===== config.mk =====
export PLATFORM = sky130hd
export DESIGN_NAME = cpu_sequencer
export DESIGN_NICKNAME = d
export VERILOG_FILES = /design/src/rtl/cpu_sequencer.sv
export SDC_FILE = /design/constraint.sdc
export NUM_CORES = 1
export LEC_CHECK = 0
export ABC_CLOCK_PERIOD_IN_PS = 1600
export BUFFER_PORTS_ARGS = -buffer_cell sky130_fd_sc_hd__buf_2
export CORE_MARGIN = 2
export CORE_UTILIZATION = 48
export CTS_BUF_LIST = sky130_fd_sc_hd__clkbuf_2
export DETAILED_ROUTE_END_ITERATION = 12
export GPL_TIMING_DRIVEN = 1
export PLACE_DENSITY = 0.78
export SYNTH_ARGS = -nofsm -noshare
export SYNTH_HDL_FRONTEND = slang
export SYNTH_SLANG_ARGS = --single-unit

===== constraint.sdc =====
create_clock -name clock -period 1.6 [get_ports clock]
set_clock_uncertainty 0.05 [all_clocks]
set_input_delay 0.16 -clock clock [delete_from_list [all_inputs] [get_ports clock]]
set_output_delay 0.16 -clock clock [all_outputs]
set_load 0.02 [all_outputs]

===== src/rtl/cpu_sequencer.sv =====
// Multi-cycle instruction sequencer: fetch, decode, execute, memory, writeback,
// with memory-handshake timeout and a retired-instruction counter.
module cpu_sequencer #(
  parameter int unsigned MEM_TIMEOUT = 16,
  parameter int unsigned CNT_WIDTH   = 16,
  parameter logic [3:0]  HALT_OPCODE = 4'b1111
) (
  input  logic                 clock,
  input  logic                 reset_n,
  input  logic                 start,
  input  logic [3:0]           opcode,
  input  logic                 memRead,
  input  logic                 memWrite,
  input  logic                 jump,
  input  logic                 branchTaken,
  input  logic                 imem_ready,
  input  logic                 dmem_ready,
  output logic                 imem_req,
  output logic                 dmem_req,
  output logic                 dmem_we,
  output logic                 irWrite,
  output logic                 pcWrite,
  output logic [1:0]           pcSrc,
  output logic                 regWrite,
  output logic                 busy,
  output logic                 halted,
  output logic                 timeout_err,
  output logic [CNT_WIDTH-1:0] instr_count,
  output logic [2:0]           state
);

  typedef enum logic [2:0] {
    StIdle      = 3'd0,
    StFetch     = 3'd1,
    StDecode    = 3'd2,
    StExecute   = 3'd3,
    StMemory    = 3'd4,
    StWriteback = 3'd5,
    StHalt      = 3'd6,
    StError     = 3'd7
  } state_e;

  localparam int unsigned WaitW = $clog2(MEM_TIMEOUT);
  localparam logic [WaitW-1:0] WaitLast = WaitW'(MEM_TIMEOUT - 1);

  state_e               state_q;
  logic [WaitW-1:0]     wait_q;
  logic [CNT_WIDTH-1:0] count_q;
  // Access type captured on entry to MEMORY so the data-side outputs stay stable.
  logic                 rd_q;
  logic                 we_q;

  always_ff @(posedge clock or negedge reset_n) begin
    if (!reset_n) begin
      state_q <= StIdle;
      wait_q  <= '0;
      count_q <= '0;
      rd_q    <= 1'b0;
      we_q    <= 1'b0;
    end else begin
      case (state_q)
        StIdle: begin
          if (start) begin
            state_q <= StFetch;
            wait_q  <= '0;
          end
        end
        StFetch: begin
          if (imem_ready)            state_q <= StDecode;
          else if (wait_q == WaitLast) state_q <= StError;
          else                       wait_q  <= wait_q + 1'b1;
        end
        StDecode: begin
          state_q <= (opcode == HALT_OPCODE) ? StHalt : StExecute;
        end
        StExecute: begin
          if (memRead || memWrite) begin
            state_q <= StMemory;
            wait_q  <= '0;
            rd_q    <= memRead;
            we_q    <= memWrite;
          end else if (jump || branchTaken) begin
            state_q <= StFetch;
            wait_q  <= '0;
          end else begin
            state_q <= StWriteback;
          end
        end
        StMemory: begin
          if (dmem_ready) begin
            if (rd_q) begin
              state_q <= StWriteback;
            end else begin
              state_q <= StFetch;
              wait_q  <= '0;
            end
          end else if (wait_q == WaitLast) begin
            state_q <= StError;
          end else begin
            wait_q <= wait_q + 1'b1;
          end
        end
        StWriteback: begin
          state_q <= StFetch;
          wait_q  <= '0;
        end
        default: state_q <= state_q;
      endcase
      // Every PC update retires exactly one instruction.
      if (pcWrite) count_q <= count_q + CNT_WIDTH'(1);
    end
  end

  always_comb begin
    irWrite  = 1'b0;
    pcWrite  = 1'b0;
    pcSrc    = 2'b00;
    regWrite = 1'b0;
    case (state_q)
      StFetch: irWrite = imem_ready;
      StExecute: begin
        if (!(memRead || memWrite)) begin
          if (jump) begin
            pcWrite = 1'b1;
            pcSrc   = 2'b10;
          end else if (branchTaken) begin
            pcWrite = 1'b1;
            pcSrc   = 2'b01;
          end
        end
      end
      StMemory: pcWrite = dmem_ready && !rd_q;
      StWriteback: begin
        regWrite = 1'b1;
        pcWrite  = 1'b1;
      end
      default: ;
    endcase
  end

  assign imem_req    = (state_q == StFetch);
  assign dmem_req    = (state_q == StMemory);
  assign dmem_we     = (state_q == StMemory) && we_q;
  assign busy        = !(state_q inside {StIdle, StHalt, StError});
  assign halted      = (state_q == StHalt);
  assign timeout_err = (state_q == StError);
  assign instr_count = count_q;
  assign state       = state_q;

endmodule


Word-level counts from Yosys, hierarchy flattened:

Cells that the tools add are included.

* divide/modulo/power cells: 0
* shift-type cells: 0
* multipliers: 0
* $add $sub $neg: 2
* mux-type cells: 27
* bitwise gates (word level): 0
* eq/ne operators: 13
* order comparisons: 0
* reduce and logical (&&, ||, !) cells: 13

Operator list (count)
* 2-to-1 mux 4 bit: 7
* 2-to-1 mux 3 bit: 8
* case mux 4 bit (5 select lines): 1
* case mux 3 bit (6 select lines): 1
* adder 16 x 1 -> 16 bit (second input constant): 1
* equality test 3 bit (second input constant): 4
* equality test 4 bit (second input constant): 2
* equality test 3 x 2 -> 1 bit (second input constant): 2
* 2-to-1 mux 1 bit: 6
* 2-to-1 mux 2 bit: 3
* != test 3 bit (second input constant): 2
* nonzero test 6 bit: 1
* AND reduction 5 bit: 1
* nonzero test 5 bit: 1
* adder 4 x 1 -> 4 bit (second input constant): 1
* != test 2 bit (second input constant): 2
* AND reduction 2 bit: 2
* equality test 3 x 1 -> 1 bit (second input constant): 1
* logical NOT 3 bit: 1
* case mux 1 bit (3 select lines): 1
* nonzero test 3 bit: 1
* logical AND 1 bit: 2
* logical NOT 1 bit: 2
* logical OR 1 bit: 2

* word-level logic and storage cells: 60
* output and inout bits: 30
* input bits: 13
* ROM bits: 0
* memories: 0
* register bits after elaboration: 25
* RAM bits: 0
* latch bits: 0

Longest topological paths before layout:

* depth after elaboration: 4
* gate-level depth with buffers: 6
* depth with buffers taken out: 5

Least setup slack after synthesis:

Ideal clock, no wire load.

* path type: register to register
* start point: register state_q[2], in the netlist state[2]
* end point: register count_q[1], in the netlist instr_count[1]
* buffers on the path: 1
* data arrival time: 1.615 ns
* period minus slack after synthesis: 1.790 ns
* stages on the path, launching flop included: 6
* data required time: 1.425 ns
* slack: -0.190 ns
* library setup time: 0.125 ns
* cell sequence: dfrtp_1 -> and3b_1 -> buf_2 -> nand3b_1 -> nand2_1 -> mux2_2

* word-level cells in the longest chain between the ends: 2
* elaborated cells on any way between the ends: 4
* classes of those cells: eq/ne (3); mux (1)

Ends and longest elaborated chain
* from (decl): line 46 `state_e state_q;`
* from (signal assigned): line 55 `state_q <= StIdle;`
* from (signal assigned): line 64 `state_q <= StFetch;`
* from (signal assigned): line 69 `if (imem_ready) state_q <= StDecode;`
* equality test 3 bit / equality test 3 x 2 -> 1 bit (equally long branches): line 119 `case (state_q)`
* case mux 1 bit (3 select lines) (*): line 119
* net pcWrite: line 22 `output logic pcWrite,`
* to (signal assigned): line 110 `if (pcWrite) count_q <= count_q + CNT_WIDTH'(1);`
* to (decl): line 48 `logic [CNT_WIDTH-1:0] count_q;`

Mark *: on every way through the listed nets, which the timed path passes. The rest lies on a longest branch.
A chain may end at the register's enable or synchronous reset.

Final worst setup path:

* start point: register state_q[2], in the netlist state[2]
* end point: output irWrite

* word-level cells in the longest chain between the ends: 2

Ends and longest elaborated chain
* equality test 3 x 1 -> 1 bit: line 119
* 2-to-1 mux 1 bit: line 119
* to (decl): line 21 `output logic irWrite,`

Every way passes these cells.

==> impl.org <==
** STA
- Setup repair after global routing could not meet its margin everywhere.
- Timing would allow up to 512 MHz.
- In this run the tightest slew margin relative to its limit is 62.1%.
- The final hold violation count came to 0.
- Hold timing on the final database bottoms out at a slack of 0.121 ns.
- Across all setup checks in the final design, the least slack found is -0.351 ns.
- The number of pins exceeding their max-slew limit in the final report came to 0.
- Time the final worst path needs with I/O delays and setup :: 1.95 ns
- Actual transition at the worst max-transition pin :: 0.569 ns
- In the finished design, the share of the clock period the worst path needs comes to 122%.
- Final count of negative-setup-slack endpoints :: 29
- TNS Setup :: -5.14 ns

** Clock network
- Clock edge transition at the registers on the reported setup and hold paths :: 0.24 ns
- In this run the number of H-tree levels came out at 1.
- The later pin in the worst-skew pair is clocked with a latency of 0.34 ns.
- Root buf cell :: sky130_fd_sc_hd__clkbuf_2
- CTS Buffer Depth :: 2
- Clock buffer count from CTS :: 3
- The clock net in this run drives a total of 25 sinks.
- TritonCTS built the clock tree.

** Floorplanning
- Row count :: 20
- Core box area :: 3000 um^2
- Starting density of the core :: 49.3%
- Area of the die :: 3540 um^2
- Measured along the x axis, the die boundary spans 59.5 um.
- Height of the die :: 59.5 um
- I/O pin cnt :: 43

** Worst setup path
- STA classifies the critical path endpoint as an output port.
- Along the worst path, the maximum fanout reaches 4.
- STA classifies the critical path startpoint as a register.
- Data on the critical path arrives at its endpoint at 1.74 ns.
- Required arrival time at the worst endpoint :: 1.39 ns
- The worst setup path is of the reg -> out kind.

** Finish
- Number of antenna diodes :: 0
- Fill cell total of the finished layout :: 166
- The multi-input combinational cells in the finished layout cover a total of 1030 um^2.
- Area taken by flip-flops and latches :: 629 um^2
- Signed area change from the synthesized netlist to the final layout :: 65.3%
- The post-route netlist has 57.8% of its cells at a drive strength greater than 1.
- Fin nets :: 253

** Yosys
- Average size of a mapped cell :: 9.49 um^2
- In this run the cell area of the synthesized design comes to 1480 um^2.
- Number of warnings printed during yosys synthesis :: 0
- Synthesis instantiated 42 different standard cells from the library.
- The cell count after synthesis came out at 156.
- Post-Syn Nets :: 171
- Number of storage elements in the synthesis netlist :: 25
- Of the synthesized area, sequential elements account for 42.3%.

** Placed design
- The count of buffers added on input and output ports is 42.
- Final HPWL from detailed placement :: 2.68 mm
- At the end of routability-driven placement, the weighted congestion stood at 0.815.

** Power and ir drop
- Sequential group share of total power :: 26.3%
- Power density normalized to cell area :: 1510 nW/um^2
- Design internal power :: 2.08 mW
- The analysis attributes to net switching a power of 1.61 mW.
- Switching power share of the total :: 43.7%
- Comb power frac :: 66.9%
- Summed over all cells, the static leakage comes to 1.22 nW.
- The worst-case IR drop observed on VDD is 1.21 mV.
- The clock network accounts for 6.8% of the total power.

** Global routing
- Antenna violations before repair :: 0
- Entering global routing, the biggest net connects 26 pins.
- Total gr overflow :: 0
- For this run, the total global-route usage over all layers was measured as 26.2%.
- Vias in the first global route :: 1589
- Global-route wire length before repair :: 7.08 mm

** Status
- Violated checks :: negative setup slack
- Status :: finished with violations

** Route
- After detailed routing, the average wire length per cell comes to 17.8 um.
- For this block, the initial DRC count from the detailed router was 105.
- Drt pass-1 iters :: 4
- In the routed layout, each cell is associated on average with a via count of 6.00.
- Remaining routing DRC violations :: 0
- Via count :: 1620
- The routed design has 4.82 mm of wire.
- Post-route antenna net violation count :: 0

** Flow run
- Total of max-cap violations :: 0

** Worst hold path
- Hold/Removal Path Class :: in -> reg
[synth_stat cells]
library cell / number / share of area, %
sky130_fd_sc_hd__a211o_1: 1 / 0.59
sky130_fd_sc_hd__a211oi_1: 3 / 1.5
sky130_fd_sc_hd__a21bo_2: 1 / 0.68
sky130_fd_sc_hd__a21boi_0: 1 / 0.51
sky130_fd_sc_hd__a21oi_1: 12 / 4.1
sky130_fd_sc_hd__a221o_1: 1 / 0.68
sky130_fd_sc_hd__a22o_1: 1 / 0.59
sky130_fd_sc_hd__a31oi_1: 3 / 1.3
sky130_fd_sc_hd__a32o_1: 1 / 0.68
sky130_fd_sc_hd__a32oi_2: 1 / 1.1
sky130_fd_sc_hd__and2_1: 6 / 2.5
sky130_fd_sc_hd__and3_1: 5 / 2.1
sky130_fd_sc_hd__and3b_1: 1 / 0.59
sky130_fd_sc_hd__and4_1: 2 / 1.2
sky130_fd_sc_hd__and4b_1: 2 / 1.4
sky130_fd_sc_hd__buf_2: 6 / 2.0
sky130_fd_sc_hd__clkbuf_1: 1 / 0.25
sky130_fd_sc_hd__clkbuf_2: 1 / 0.34
sky130_fd_sc_hd__clkinv_2: 1 / 0.34
sky130_fd_sc_hd__dfrtp_1: 25 / 42
sky130_fd_sc_hd__ha_1: 2 / 1.7
sky130_fd_sc_hd__inv_1: 4 / 1.0
sky130_fd_sc_hd__mux2_2: 2 / 1.5
sky130_fd_sc_hd__nand2_1: 14 / 3.6
sky130_fd_sc_hd__nand3_1: 6 / 2.0
sky130_fd_sc_hd__nand3b_1: 2 / 1.0
sky130_fd_sc_hd__nand4_1: 7 / 3.0
sky130_fd_sc_hd__nor2_1: 7 / 1.8
sky130_fd_sc_hd__nor2b_1: 2 / 0.85
sky130_fd_sc_hd__nor3_1: 2 / 0.68
sky130_fd_sc_hd__nor3b_1: 3 / 1.5
sky130_fd_sc_hd__nor4_1: 1 / 0.42
sky130_fd_sc_hd__nor4_4: 1 / 1.4
sky130_fd_sc_hd__o211ai_1: 1 / 0.51
sky130_fd_sc_hd__o21a_1: 1 / 0.51
sky130_fd_sc_hd__o21ai_0: 6 / 2.0
sky130_fd_sc_hd__o22ai_1: 1 / 0.42
sky130_fd_sc_hd__o31ai_1: 1 / 0.51
sky130_fd_sc_hd__or3b_2: 1 / 0.59
sky130_fd_sc_hd__or3b_4: 1 / 0.76
sky130_fd_sc_hd__or4b_1: 1 / 0.68
sky130_fd_sc_hd__xor2_1: 15 / 8.9
[flip-flops by register name, indices dropped and copies added (netlist names)]
signal	flops
wait_q	4
we_q	1
rd_q	1
instr_count	16
state	3
[power by group through the flow]
stage / registers (mW) / logic, mW / clock network, mW
2_1_floorplan: 1.05 / 0.892 / 0
3_3_place_gp: 0.964 / 1.45 / 0
3_5_place_dp: 0.982 / 1.51 / 0
4_1_cts: 0.948 / 2.10 / 0.262
5_1_grt: 0.993 / 2.60 / 0.286
6_report: 0.971 / 2.47 / 0.251
[final timing paths]
kind                                        startpoint                     endpoint  slack [ns]  cells past startpoint
max                               state[2]$_DFFE_PN0P_                      irWrite       -0.35                      6
min                                         imem_ready         state[1]$_DFFE_PN0P_        0.12                      3
max reg2reg                       state[2]$_DFFE_PN0P_        wait_q[0]$_DFFE_PN0P_       -0.28                      7
min reg2reg                instr_count[15]$_DFFE_PN0P_  instr_count[15]$_DFFE_PN0P_        0.46                      1
max in group asynchronous                      reset_n         state[1]$_DFFE_PN0P_        0.84                      2
min in group asynchronous                      reset_n   instr_count[5]$_DFFE_PN0P_        0.25                      2
[repair_timing]
item,4_1_cts,5_1_grt
hold buffers,3,0
endpoints found under the setup margin,20,34
gates cloned,1,0
buffers inserted,15,11
resized for setup,58,36
pin swaps,14,16
endpoints found under the hold margin,27,0
[placed cells by master, fill, tap and decap left out, types with 2 or more instances in the layout]
cell                             n
sky130_fd_sc_hd__buf_2          31
sky130_fd_sc_hd__buf_4          25
sky130_fd_sc_hd__dfrtp_1        22
sky130_fd_sc_hd__buf_6          22
sky130_fd_sc_hd__xor2_1         15
sky130_fd_sc_hd__nand2_1        10
sky130_fd_sc_hd__a21oi_4         7
sky130_fd_sc_hd__nand4_1         7
sky130_fd_sc_hd__nand3_1         6
sky130_fd_sc_hd__a21oi_2         5
sky130_fd_sc_hd__and3_1          4
sky130_fd_sc_hd__nor2_1          4
sky130_fd_sc_hd__and2_4          4
sky130_fd_sc_hd__o21ai_0         4
sky130_fd_sc_hd__inv_2           3
sky130_fd_sc_hd__clkbuf_2        3
sky130_fd_sc_hd__dlygate4sd3_1   3
sky130_fd_sc_hd__dfrtp_2         3
sky130_fd_sc_hd__or3b_4          2
sky130_fd_sc_hd__nand3b_1        2
sky130_fd_sc_hd__nand2_4         2
sky130_fd_sc_hd__nand2_2         2
sky130_fd_sc_hd__nor2_2          2
sky130_fd_sc_hd__and2_1          2
sky130_fd_sc_hd__and4_1          2
sky130_fd_sc_hd__nor4_4          2
sky130_fd_sc_hd__and4b_1         2
sky130_fd_sc_hd__mux2_4          2
sky130_fd_sc_hd__nor3b_1         2
sky130_fd_sc_hd__a211oi_2        2
sky130_fd_sc_hd__ha_1            2
sky130_fd_sc_hd__buf_8           2
[kinds of logic after synthesis]
logic type	after synthesis	share of synthesized area (%)
fa+ha+maj	2	1.69
xor+xnor	15	8.88
buf+inv	13	3.97
compound gates	35	15.6
mux	2	1.52
flops	25	42.3
simple gates	64	26.0
[metrics by stage]
stage	std cells	util (%)	area (um^2)	total power, mW	setup slack (ns)
2_1_floorplan	156	-	1510	1.94	-0.0974
3_3_place_gp	240	61.8	1860	2.41	-0.0783
3_5_place_dp	240	61.8	1860	2.49	-0.139
4_1_cts	263	75.0	2250	3.31	-0.369
5_1_grt	270	81.5	2450	3.88	-0.422
6_report	270	81.5	2450	3.69	-0.351
[area by class of cell]
class	instances	share of cell area (%)
clock buffer	3	0.613
tap	33	1.69
inverter	5	0.971
multi-input combinational	118	42.3
sequential	25	25.7
clock inverter	1	0.204
timing repair buffer	85	28.5
[routing by layer]
layer  track usage [%]  part of all wire [%]
met3              3.06                   3.2
met4              10.2                   3.2
met1              30.9                    39
met5                 0                     0
met2              48.0                    54
[critical path, cell delays in order (launching register included)]
cell and delay, ns:
sky130_fd_sc_hd__dfrtp_2 0.49, sky130_fd_sc_hd__buf_6 0.13, sky130_fd_sc_hd__or3b_4 0.39, sky130_fd_sc_hd__clkinv_4 0.06, sky130_fd_sc_hd__buf_6 0.09, sky130_fd_sc_hd__and2_4 0.13, sky130_fd_sc_hd__buf_6 0.10
(Power assumes the default switching activity.)
